**src/rtl/uart_arb_pkg.sv**
```systemverilog
// Shared types and constants for the UART transmit arbiter.
// Holds the arbiter state encoding, the default tag base and the WAIT_ACT guard length.
// No ports; imported by uart_tx_arbiter and rr_select users.
package uart_arb_pkg;

  typedef enum logic [2:0] {
    ST_IDLE      = 3'd0,
    ST_TAG       = 3'd1,
    ST_WAIT_ACT  = 3'd2,
    ST_WAIT_DONE = 3'd3,
    ST_GRANTED   = 3'd4
  } arb_state_t;

  // Tag byte base; the owner index is OR-ed into the low bits.
  localparam logic [7:0] TAG_BASE_DEFAULT = 8'hA0;

  // Cycles to wait in WAIT_ACT for uart_tx_active before giving up on it.
  localparam int WAIT_ACT_GUARD = 4;
  localparam int GUARD_W        = $clog2(WAIT_ACT_GUARD + 1);

  function automatic logic [7:0] tag_byte(input logic [7:0] base, input logic [7:0] idx);
    return base | idx;
  endfunction

endpackage

```
**src/rtl/rr_select.sv**
```systemverilog
// Round-robin one-hot selector: picks the first set request at or after 'start', wrapping.
// Latency: purely combinational. Backpressure: none, caller decides when to latch the result.
// Ports: req (request vector), start (highest-priority index), gnt (one-hot), idx (binary), any.
module rr_select #(
  parameter int N  = 2,
  parameter int IW = 1
) (
  input  logic [N-1:0]  req,
  input  logic [IW-1:0] start,
  output logic [N-1:0]  gnt,
  output logic [IW-1:0] idx,
  output logic          any
);

  always_comb begin
    int j;
    logic [IW-1:0] jj;
    gnt = '0;
    idx = '0;
    any = 1'b0;
    j   = 0;
    jj  = '0;
    for (int k = 0; k < N; k++) begin
      // Walk the ring starting at 'start'; the first hit wins.
      j = int'(start) + k;
      if (j >= N) j = j - N;
      jj = IW'(j);
      if (!any && req[jj]) begin
        gnt[jj] = 1'b1;
        idx     = jj;
        any     = 1'b1;
      end
    end
  end

endmodule

```
**src/rtl/uart_tx_arbiter.sv**
```systemverilog
// Shares one uart_tx among NUM_REQ requesters; each granted frame is a tag byte then payload bytes.
// Latency: request to tag strobe 2 cycles (UART idle); granted byte strobe to uart_tx_send_byte 0 cycles.
// Backpressure: req_ready[owner] only in GRANTED; every byte waits for a full uart_tx_active low-high-low.
// Ports: clock/reset_n; req_frame/req_send_byte/req_byte in, req_ready/grant out (per requester);
//        uart_tx_send_byte/uart_tx_byte to uart_tx, uart_tx_active from it; frame_truncated sticky flag.
module uart_tx_arbiter
  import uart_arb_pkg::*;
#(
  parameter int         NUM_REQ   = 2,
  parameter int         MAX_BYTES = 256,
  parameter logic [7:0] TAG_BASE  = TAG_BASE_DEFAULT
) (
  input  logic                    clock,
  input  logic                    reset_n,
  input  logic [NUM_REQ-1:0]      req_frame,
  input  logic [NUM_REQ-1:0]      req_send_byte,
  input  logic [NUM_REQ-1:0][7:0] req_byte,
  output logic [NUM_REQ-1:0]      req_ready,
  output logic [NUM_REQ-1:0]      grant,
  output logic                    uart_tx_send_byte,
  output logic [7:0]              uart_tx_byte,
  input  logic                    uart_tx_active,
  output logic                    frame_truncated
);

  localparam int IW = $clog2(NUM_REQ);
  localparam int CW = $clog2(MAX_BYTES) + 1;

  localparam logic [CW-1:0]      CNT_MAX   = CW'(MAX_BYTES);
  localparam logic [GUARD_W-1:0] GUARD_END = GUARD_W'(WAIT_ACT_GUARD - 1);

  arb_state_t           state_q;
  logic [NUM_REQ-1:0]   grant_q;
  logic [IW-1:0]        owner_q;
  logic [IW-1:0]        ptr_q;      // index with highest priority at the next arbitration
  logic [CW-1:0]        cnt_q;      // payload bytes sent in the current frame
  logic [GUARD_W-1:0]   guard_q;
  logic                 tag_pulse_q;
  logic [7:0]           byte_q;
  logic                 trunc_q;
  logic [NUM_REQ-1:0]   blocked_q;  // truncated requesters still holding req_frame

  logic [NUM_REQ-1:0]   eligible;
  logic [NUM_REQ-1:0]   sel_gnt;
  logic [IW-1:0]        sel_idx;
  logic                 sel_any;
  logic                 in_granted;
  logic                 owner_strobe;
  logic [IW-1:0]        next_ptr;

  assign eligible = req_frame & ~blocked_q;

  rr_select #(
    .N  (NUM_REQ),
    .IW (IW)
  ) u_rr_select (
    .req   (eligible),
    .start (ptr_q),
    .gnt   (sel_gnt),
    .idx   (sel_idx),
    .any   (sel_any)
  );

  assign in_granted   = (state_q == ST_GRANTED);
  assign owner_strobe = in_granted && req_send_byte[owner_q];
  assign next_ptr     = (owner_q == IW'(NUM_REQ - 1)) ? '0 : owner_q + IW'(1);

  // The payload strobe bypasses the register so the owner sees zero-cycle
  // forwarding; byte_q captures it on the same edge so the value stays put
  // for the rest of the character.
  assign req_ready         = in_granted ? grant_q : '0;
  assign grant             = grant_q;
  assign uart_tx_send_byte = tag_pulse_q | owner_strobe;
  assign uart_tx_byte      = owner_strobe ? req_byte[owner_q] : byte_q;
  assign frame_truncated   = trunc_q;

  always_ff @(posedge clock or negedge reset_n) begin
    if (!reset_n) begin
      state_q     <= ST_IDLE;
      grant_q     <= '0;
      owner_q     <= '0;
      ptr_q       <= '0;
      cnt_q       <= '0;
      guard_q     <= '0;
      tag_pulse_q <= 1'b0;
      byte_q      <= '0;
      trunc_q     <= 1'b0;
      blocked_q   <= '0;
    end else begin
      tag_pulse_q <= 1'b0;
      // A truncated requester becomes eligible again once it lowers req_frame.
      blocked_q   <= blocked_q & req_frame;

      case (state_q)
        ST_IDLE: begin
          if (sel_any) begin
            grant_q <= sel_gnt;
            owner_q <= sel_idx;
            state_q <= ST_TAG;
          end
        end

        ST_TAG: begin
          // Also the restart point after reset: a character left in flight
          // by an abandoned frame must finish before the tag goes out.
          if (!uart_tx_active) begin
            tag_pulse_q <= 1'b1;
            byte_q      <= tag_byte(TAG_BASE, 8'(owner_q));
            cnt_q       <= '0;
            guard_q     <= '0;
            state_q     <= ST_WAIT_ACT;
          end
        end

        ST_WAIT_ACT: begin
          // Guard against a uart_tx that never reports busy.
          if (uart_tx_active || guard_q == GUARD_END) begin
            state_q <= ST_WAIT_DONE;
          end else begin
            guard_q <= guard_q + GUARD_W'(1);
          end
        end

        ST_WAIT_DONE: begin
          if (!uart_tx_active) begin
            if (cnt_q == CNT_MAX) begin
              grant_q   <= '0;
              ptr_q     <= next_ptr;
              trunc_q   <= 1'b1;
              blocked_q <= (blocked_q & req_frame) | (grant_q & req_frame);
              state_q   <= ST_IDLE;
            end else begin
              state_q <= ST_GRANTED;
            end
          end
        end

        ST_GRANTED: begin
          // A strobe wins over a dropped frame; the release is then seen on
          // the next return to GRANTED.
          if (req_send_byte[owner_q]) begin
            byte_q  <= req_byte[owner_q];
            cnt_q   <= cnt_q + CW'(1);
            guard_q <= '0;
            state_q <= ST_WAIT_ACT;
          end else if (!req_frame[owner_q]) begin
            grant_q <= '0;
            ptr_q   <= next_ptr;
            state_q <= ST_IDLE;
          end
        end

        default: begin
          state_q <= ST_IDLE;
        end
      endcase
    end
  end

endmodule

```
**config.mk**
```make
export PLATFORM = sky130hd
export DESIGN_NAME = uart_tx_arbiter
export DESIGN_NICKNAME = d
export VERILOG_FILES = /design/src/rtl/uart_arb_pkg.sv /design/src/rtl/rr_select.sv /design/src/rtl/uart_tx_arbiter.sv
export SDC_FILE = /design/constraint.sdc
export NUM_CORES = 1
export LEC_CHECK = 0
export BUFFER_PORTS_ARGS = -buffer_cell sky130_fd_sc_hd__buf_2
export CAP_MARGIN = 0
export CORE_ASPECT_RATIO = 1.25
export CORE_MARGIN = 4
export CORE_UTILIZATION = 43
export CTS_CLUSTER_SIZE = 40
export DETAILED_ROUTE_END_ITERATION = 8
export PLACE_DENSITY = 0.65
export SYNTH_ARGS = -nofsm -noshare
export SYNTH_HDL_FRONTEND = slang
export SYNTH_SLANG_ARGS = --single-unit
```
**constraint.sdc**
```tcl
create_clock -name clock -period 3.7 [get_ports clock]
set_input_delay 0 -clock clock [delete_from_list [all_inputs] [get_ports clock]]
set_output_delay 0 -clock clock [all_outputs]
set_load 0.005 [all_outputs]
```
* Yosys cells after proc, flatten, opt, wreduce, memory -nomap -nowiden *
Cells that the tools add are included.

word-level totals
  output and inout port bits = 14
  register bits = 31

cells by class
  mux-type cells = 59
  bitwise operators = 8
  eq/ne operators = 16
  reduce and logical (&&, ||, !) cells = 18
  magnitude comparators = 7
  add/subtract/negate cells = 6

operator list
  operator             number
  $mux 8               5
  $mux 3               10
  $mux 1               23
  $mux 2               11
  $mux 9               2
  $pmux 9 s2           1
  $ne 2x2->1 const B   8
  $pmux 8 s2           1
  $pmux 3 s5           1
  $reduce_and 5->1     2
  $add 9x1->9 const B  1
  $eq 3x2->1 const B   3
  $eq 9x9->1 const B   1
  $pmux 3 s3           1
  $and 2x2->2          3
  $lt 1x2->1 const B   3
  $pmux 2 s3           1
  $reduce_and 3->1     2
  $reduce_and 6->1     1
  $reduce_bool 3->1    2
  $logic_and 1x1->1    4
  $or 2x2->2           2
  $reduce_and 4->1     1
  $reduce_bool 2->1    2
  other kinds (20)     23

* Depth between registers and ports, before layout *
  depth in word-level cells = 11
  depth in mapped cells = 7

* Hierarchy *
A second synthesis with hierarchy kept.

unflattened totals
  cells, all modules = 185
  area total of the unflattened synthesis = 1795.5 sq um

by module, submodules not included
  module           cells an instance  sequential area each (sq um)  area an instance (sq um)  times used
  uart_tx_arbiter  180                775.7                         1762.9                    1
  rr_select        5                  0.0                           32.5                      1

* Worst setup path after synthesis *
No wires, ideal clock.

  path type = reg2reg
  start point = register cnt_q[2]
  end point = register grant_q[1] (netlist: grant[1])
  data arrival time = 1.612 ns
  stages on the path, launching flop included = 5
  data required time = 3.566 ns
  path slack = 1.953 ns
  period minus slack after synthesis = 1.747 ns
  buffers on the path = 0
  cells stage by stage = dfrtp_1 -> or4_4 -> o311a_1 -> a311oi_2 -> o22ai_1

on the way
  longest elaborated chain between the ends = 3

ends and longest elaborated chain
  item                        line                    source
  start: declaration          uart_tx_arbiter.sv:36   logic [CW-1:0] cnt_q;
  start signal: assignment    uart_tx_arbiter.sv:143  cnt_q <= cnt_q + CW'(1);
  $eq 9x9->1                  uart_tx_arbiter.sv:126  if (cnt_q == CNT_MAX) begin
  $ne 2x2->1 (no line)        --
  $reduce_and 6->1 (no line)  --
  end signal: assignment      uart_tx_arbiter.sv:97   grant_q <= sel_gnt;
  end: declaration            uart_tx_arbiter.sv:33   logic [NUM_REQ-1:0] grant_q;

No other way between the ends.
A chain may end at the register's enable or synchronous reset.

* Final worst setup path *
  start point = register owner_q
  end point = register byte_q[0]

on the way
  longest elaborated chain between the ends = 4
  elaborated cells between the ends (all ways) = 9
  classes of those cells = 1 x eq/ne; 7 x mux; 1 x reduce/logical

ends and longest elaborated chain
  item                                                                  line                                            source
  start: declaration                                                    uart_tx_arbiter.sv:34                           logic [IW-1:0] owner_q;
  start signal: assignment                                              uart_tx_arbiter.sv:98                           owner_q <= sel_idx;
  $mux 8 (implied by the code) or $mux 1 (tied branches) (2 in series)  uart_tx_arbiter.sv:142, uart_tx_arbiter.sv:141
  $mux 8 or $ne 2x1->1 (tied branches)                                  --
  $pmux 8 s2 or $reduce_and 3->1 (tied branches)                        --
  end signal: assignment                                                uart_tx_arbiter.sv:108                          byte_q <= tag_byte(TAG_BASE, 8'(owner_q));
  end signal: assignment                                                uart_tx_arbiter.sv:142                          byte_q <= req_byte[owner_q];
  end: declaration                                                      uart_tx_arbiter.sv:39                           logic [7:0] byte_q;

Several ways; a longest one is shown, not always the timed one. The select of a mux whose other input is x is not followed.

==> flow_summary.yaml <==
outcome:
  outcome: "completed"
yosys:
  synth-seq-area-share_pct: 45.32
  mappedNetlistArea_mm2: 0.001712
  netlist-cell-type-count: 42
  syn-instance-count: 172
  postSynth.asyncResetShare_pct: 100.0
  synth-edff-count: 0
  yosys_register_bits: 31
  synth.avg_cell_area_um2: 9.951
  synth.yosys.warnings: 0
  yosys_most_used_dff: "sky130_fd_sc_hd__dfrtp_1"
  synth_nets: 199
worst_setup_path:
  reg2reg_depth: 4
  worstSetupEndpointType: "register"
  startpoint_kind_of_the_worst_setup_timing_path: "register"
  r2r_end: "byte_q[0]"
  critical_path_peak_fanout: 23
  timing.setup.critical_path_class: "reg -> reg"
  worst_r2r_startpoint: "owner_q"
  worst-endpoint-arrival_ps: 2690
  crit_buf_inv: 0
  slowest_delay_ps: 750
  timing.reg2reg.setup_slack_ps: 1170
  worst_path_dominant_cell_family: "simple AND/OR/NAND/NOR gates"
  timing.critical_path.slowest_stage_cell: "sky130_fd_sc_hd__dfrtp_1"
  critical_path.cell_chain: "mux2_2 -> nand2_1 -> nand2_1 -> mux2_2"
  timing.critical_path.required_ps: 3860
global_routing:
  first_pass_grt_wire_length_mm: 6.527
  pin_count_of_the_biggest_net_entering_global_routing: 32
  grt.overflow.total: 0
  grt_pass1_vias: 1432
  track_usage_pct: 16.48
  antenna_found_initial: 0
drt:
  initialDrtViolationCount: 87
  final_wl_mm: 3.912
  dr.pass1.iters: 4
  detailroute.via_count: 1399
  routedLengthMet1_mm: 1.559
  detail-route-antenna-nets: 0
  top_layer_used: "met4"
  routed_via_density: 5.340
  detail_route.wl_per_cell_um: 14.93
  detailroute.wirelength.met2_mm: 2.160
  met3WireLength_um: 160
  post-route-drc-count: 0
sta:
  timing.fmax_mhz: 394.5
  layout_setup_ws_ps: 1165
  final_min_period_over_clock_period_pct: 68.51
  rsz0062_at_grt: "false"
  timing.setup.tns_ps: 0
  slew_viol_final: 0
  worst_clk_skew_ps: 5.259
  timing.final.hold_violations: 0
  maxSlewHeadroom_pct: 52.29
  worstMarginPinSlew_ps: 715.6
  finalWorstPathRequiredPeriod_ps: 2535
  report.final.setup_viol: 0
die:
  die_height_um: 78.54
  std_cell_rows: 25
  start_util_pct: 44.85
  die-width_um: 64.43
  boundaryPins: 37
  design.core.area_mm2: 0.003816
  dieArea_mm2: 0.005060
hold_path:
  min-delay-start: "req_frame[0]"
  min_delay_path_depth: 2
  min_path_type: "in -> reg"
  hold-path-endpoint: "blocked_q[0]"
layout:
  diodes: 0
  regArea_um2: 775.7
  final.fill_count: 370
  most_frequent_standard_cell_in_the_layout_excluding_fill_and_tap_cells: "sky130_fd_sc_hd__buf_2"
  drive_above_1_share_pct: 26.92
  multiInputGateArea_um2: 858.3
  area_growth_syn_to_layout_pct: 17.76
  final_cell_mix: "sky130_fd_sc_hd__buf_2, sky130_fd_sc_hd__dfrtp_1, sky130_fd_sc_hd__nand2_1, sky130_fd_sc_hd__mux2i_1, sky130_fd_sc_hd__inv_1"
  finalNetCount: 236
placed_design:
  port_buffers: 36
  place.gp.congestion: 0.8725
  place_worst_setup_slack_ps: 1186
  hpwl_mm: 2.923
cts:
  clock_tree.buffer_depth: 2
  number_of_levels_in_the_clock_h_tree: 2
  cts-root-buf: "sky130_fd_sc_hd__clkbuf_8"
  cts_tree: "done"
  clock_net_sink_count: 31
  clock_insertion_delay_worst_skew_ps: 280
  cts.clk_slew.worst_paths_ps: 60
  numCtsBuffers: 5
power_and_ir_drop:
  leakage_nw: 0.9822
  maximum_resistive_drop_on_vdd_mv: 0.2782
  powerDensity_mw_per_mm2: 592.5
run:
  maxCapViolCount: 0
## routing by layer
metal  vias up  global-route usage [%]
met5         -                       0
met4         0                   5.074
met3         4                   4.721
met2        25                   29.86
met1       685                   18.39
li1        685                       -
## sequential cells by signal, indices dropped and copies added (netlist names)
signal / count
tag_pulse_q: 1
blocked_q: 2
ptr_q: 1
frame_truncated: 1
cnt_q: 9
guard_q: 3
byte_q: 8
owner_q: 1
state_q: 3
grant: 2
## cell usage after synthesis (3+ instances only)
library cell / n / share of area (%)
sky130_fd_sc_hd__a21o_1: 5 / 2.2
sky130_fd_sc_hd__a21oi_1: 6 / 1.8
sky130_fd_sc_hd__a31o_2: 5 / 2.6
sky130_fd_sc_hd__and2_1: 3 / 1.1
sky130_fd_sc_hd__buf_2: 5 / 1.5
sky130_fd_sc_hd__dfrtp_1: 31 / 45
sky130_fd_sc_hd__ha_1: 4 / 2.9
sky130_fd_sc_hd__inv_1: 11 / 2.4
sky130_fd_sc_hd__mux2i_1: 13 / 7.6
sky130_fd_sc_hd__nand2_1: 19 / 4.2
sky130_fd_sc_hd__nand2b_1: 5 / 1.8
sky130_fd_sc_hd__nor2_1: 10 / 2.2
sky130_fd_sc_hd__nor3_1: 3 / 0.88
sky130_fd_sc_hd__o21a_1: 4 / 1.8
sky130_fd_sc_hd__o21ai_0: 8 / 2.3
sky130_fd_sc_hd__o22ai_1: 4 / 1.5
sky130_fd_sc_hd__o31ai_1: 3 / 1.3
## worst register-to-register path, cell delays in order, from the launching register on
cell and delay [ps]:
sky130_fd_sc_hd__dfrtp_1 750, sky130_fd_sc_hd__mux2_2 470, sky130_fd_sc_hd__nand2_1 540, sky130_fd_sc_hd__nand2_1 320
sky130_fd_sc_hd__mux2_2 350
## worst max-delay path by stage
stage	cells after the start	slack [ps]	from	to
6_report	4	1170	owner_q	byte_q[0]
5_1_grt	4	1040	owner_q	byte_q[0]
4_1_cts	4	1180	owner_q	byte_q[0]
3_5_place_dp	4	1190	owner_q	byte_q[0]
3_3_place_gp	4	1300	owner_q	byte_q[0]
2_1_floorplan	4	1950	cnt_q[2]	grant[1]
## per-stage QoR
step | power [mW] | util [%] | cells | hold slack, ps | instance area (µm²)
floorplan | 0.8276 | - | 172 | -295.6 | 1712
global placement | 0.9412 | 50.39 | 254 | 69.82 | 1923
detailed placement | 0.9650 | 50.39 | 254 | 86.27 | 1923
CTS | 1.207 | 52.82 | 262 | 5.824 | 2016
global route | 1.280 | 52.82 | 262 | 10.76 | 2016
finish | 1.194 | 52.82 | 262 | 9.168 | 2016
## cells by family after synthesis
kind of cell | synth area share [%]
AND/OR/NAND/NOR | 19.66
AO/OA/AOI/OAI | 17.62
flip-flops | 45.32
buffers and inverters | 4.532
multiplexers | 8.918
adder cells (fa/ha/maj) | 2.924
XOR/XNOR | 1.024
## area by class of cell
type | instances | share of cell area, %
Inverter | 11 | 2.048
Multi-Input combinational cell | 122 | 42.58
Tap cell | 54 | 3.352
Timing Repair Buffer | 38 | 9.932
Sequential cell | 31 | 38.49
Clock buffer | 6 | 3.600
## what timing repair did
action / CTS / global route
buffers inserted: 0 / 0
hold buffers: 2 / 0
hold endpoints to repair: 32 / 0
resized for setup: 0 / 0
## where the power goes
| part | switching [mW] | total (mW) | internal, mW |
|---|---|---|---|
| clock network | 0.113 | 0.238 | 0.125 |
| logic | 0.201 | 0.420 | 0.219 |
| registers | 0.107 | 0.536 | 0.429 |
(Power assumes the default switching activity.)
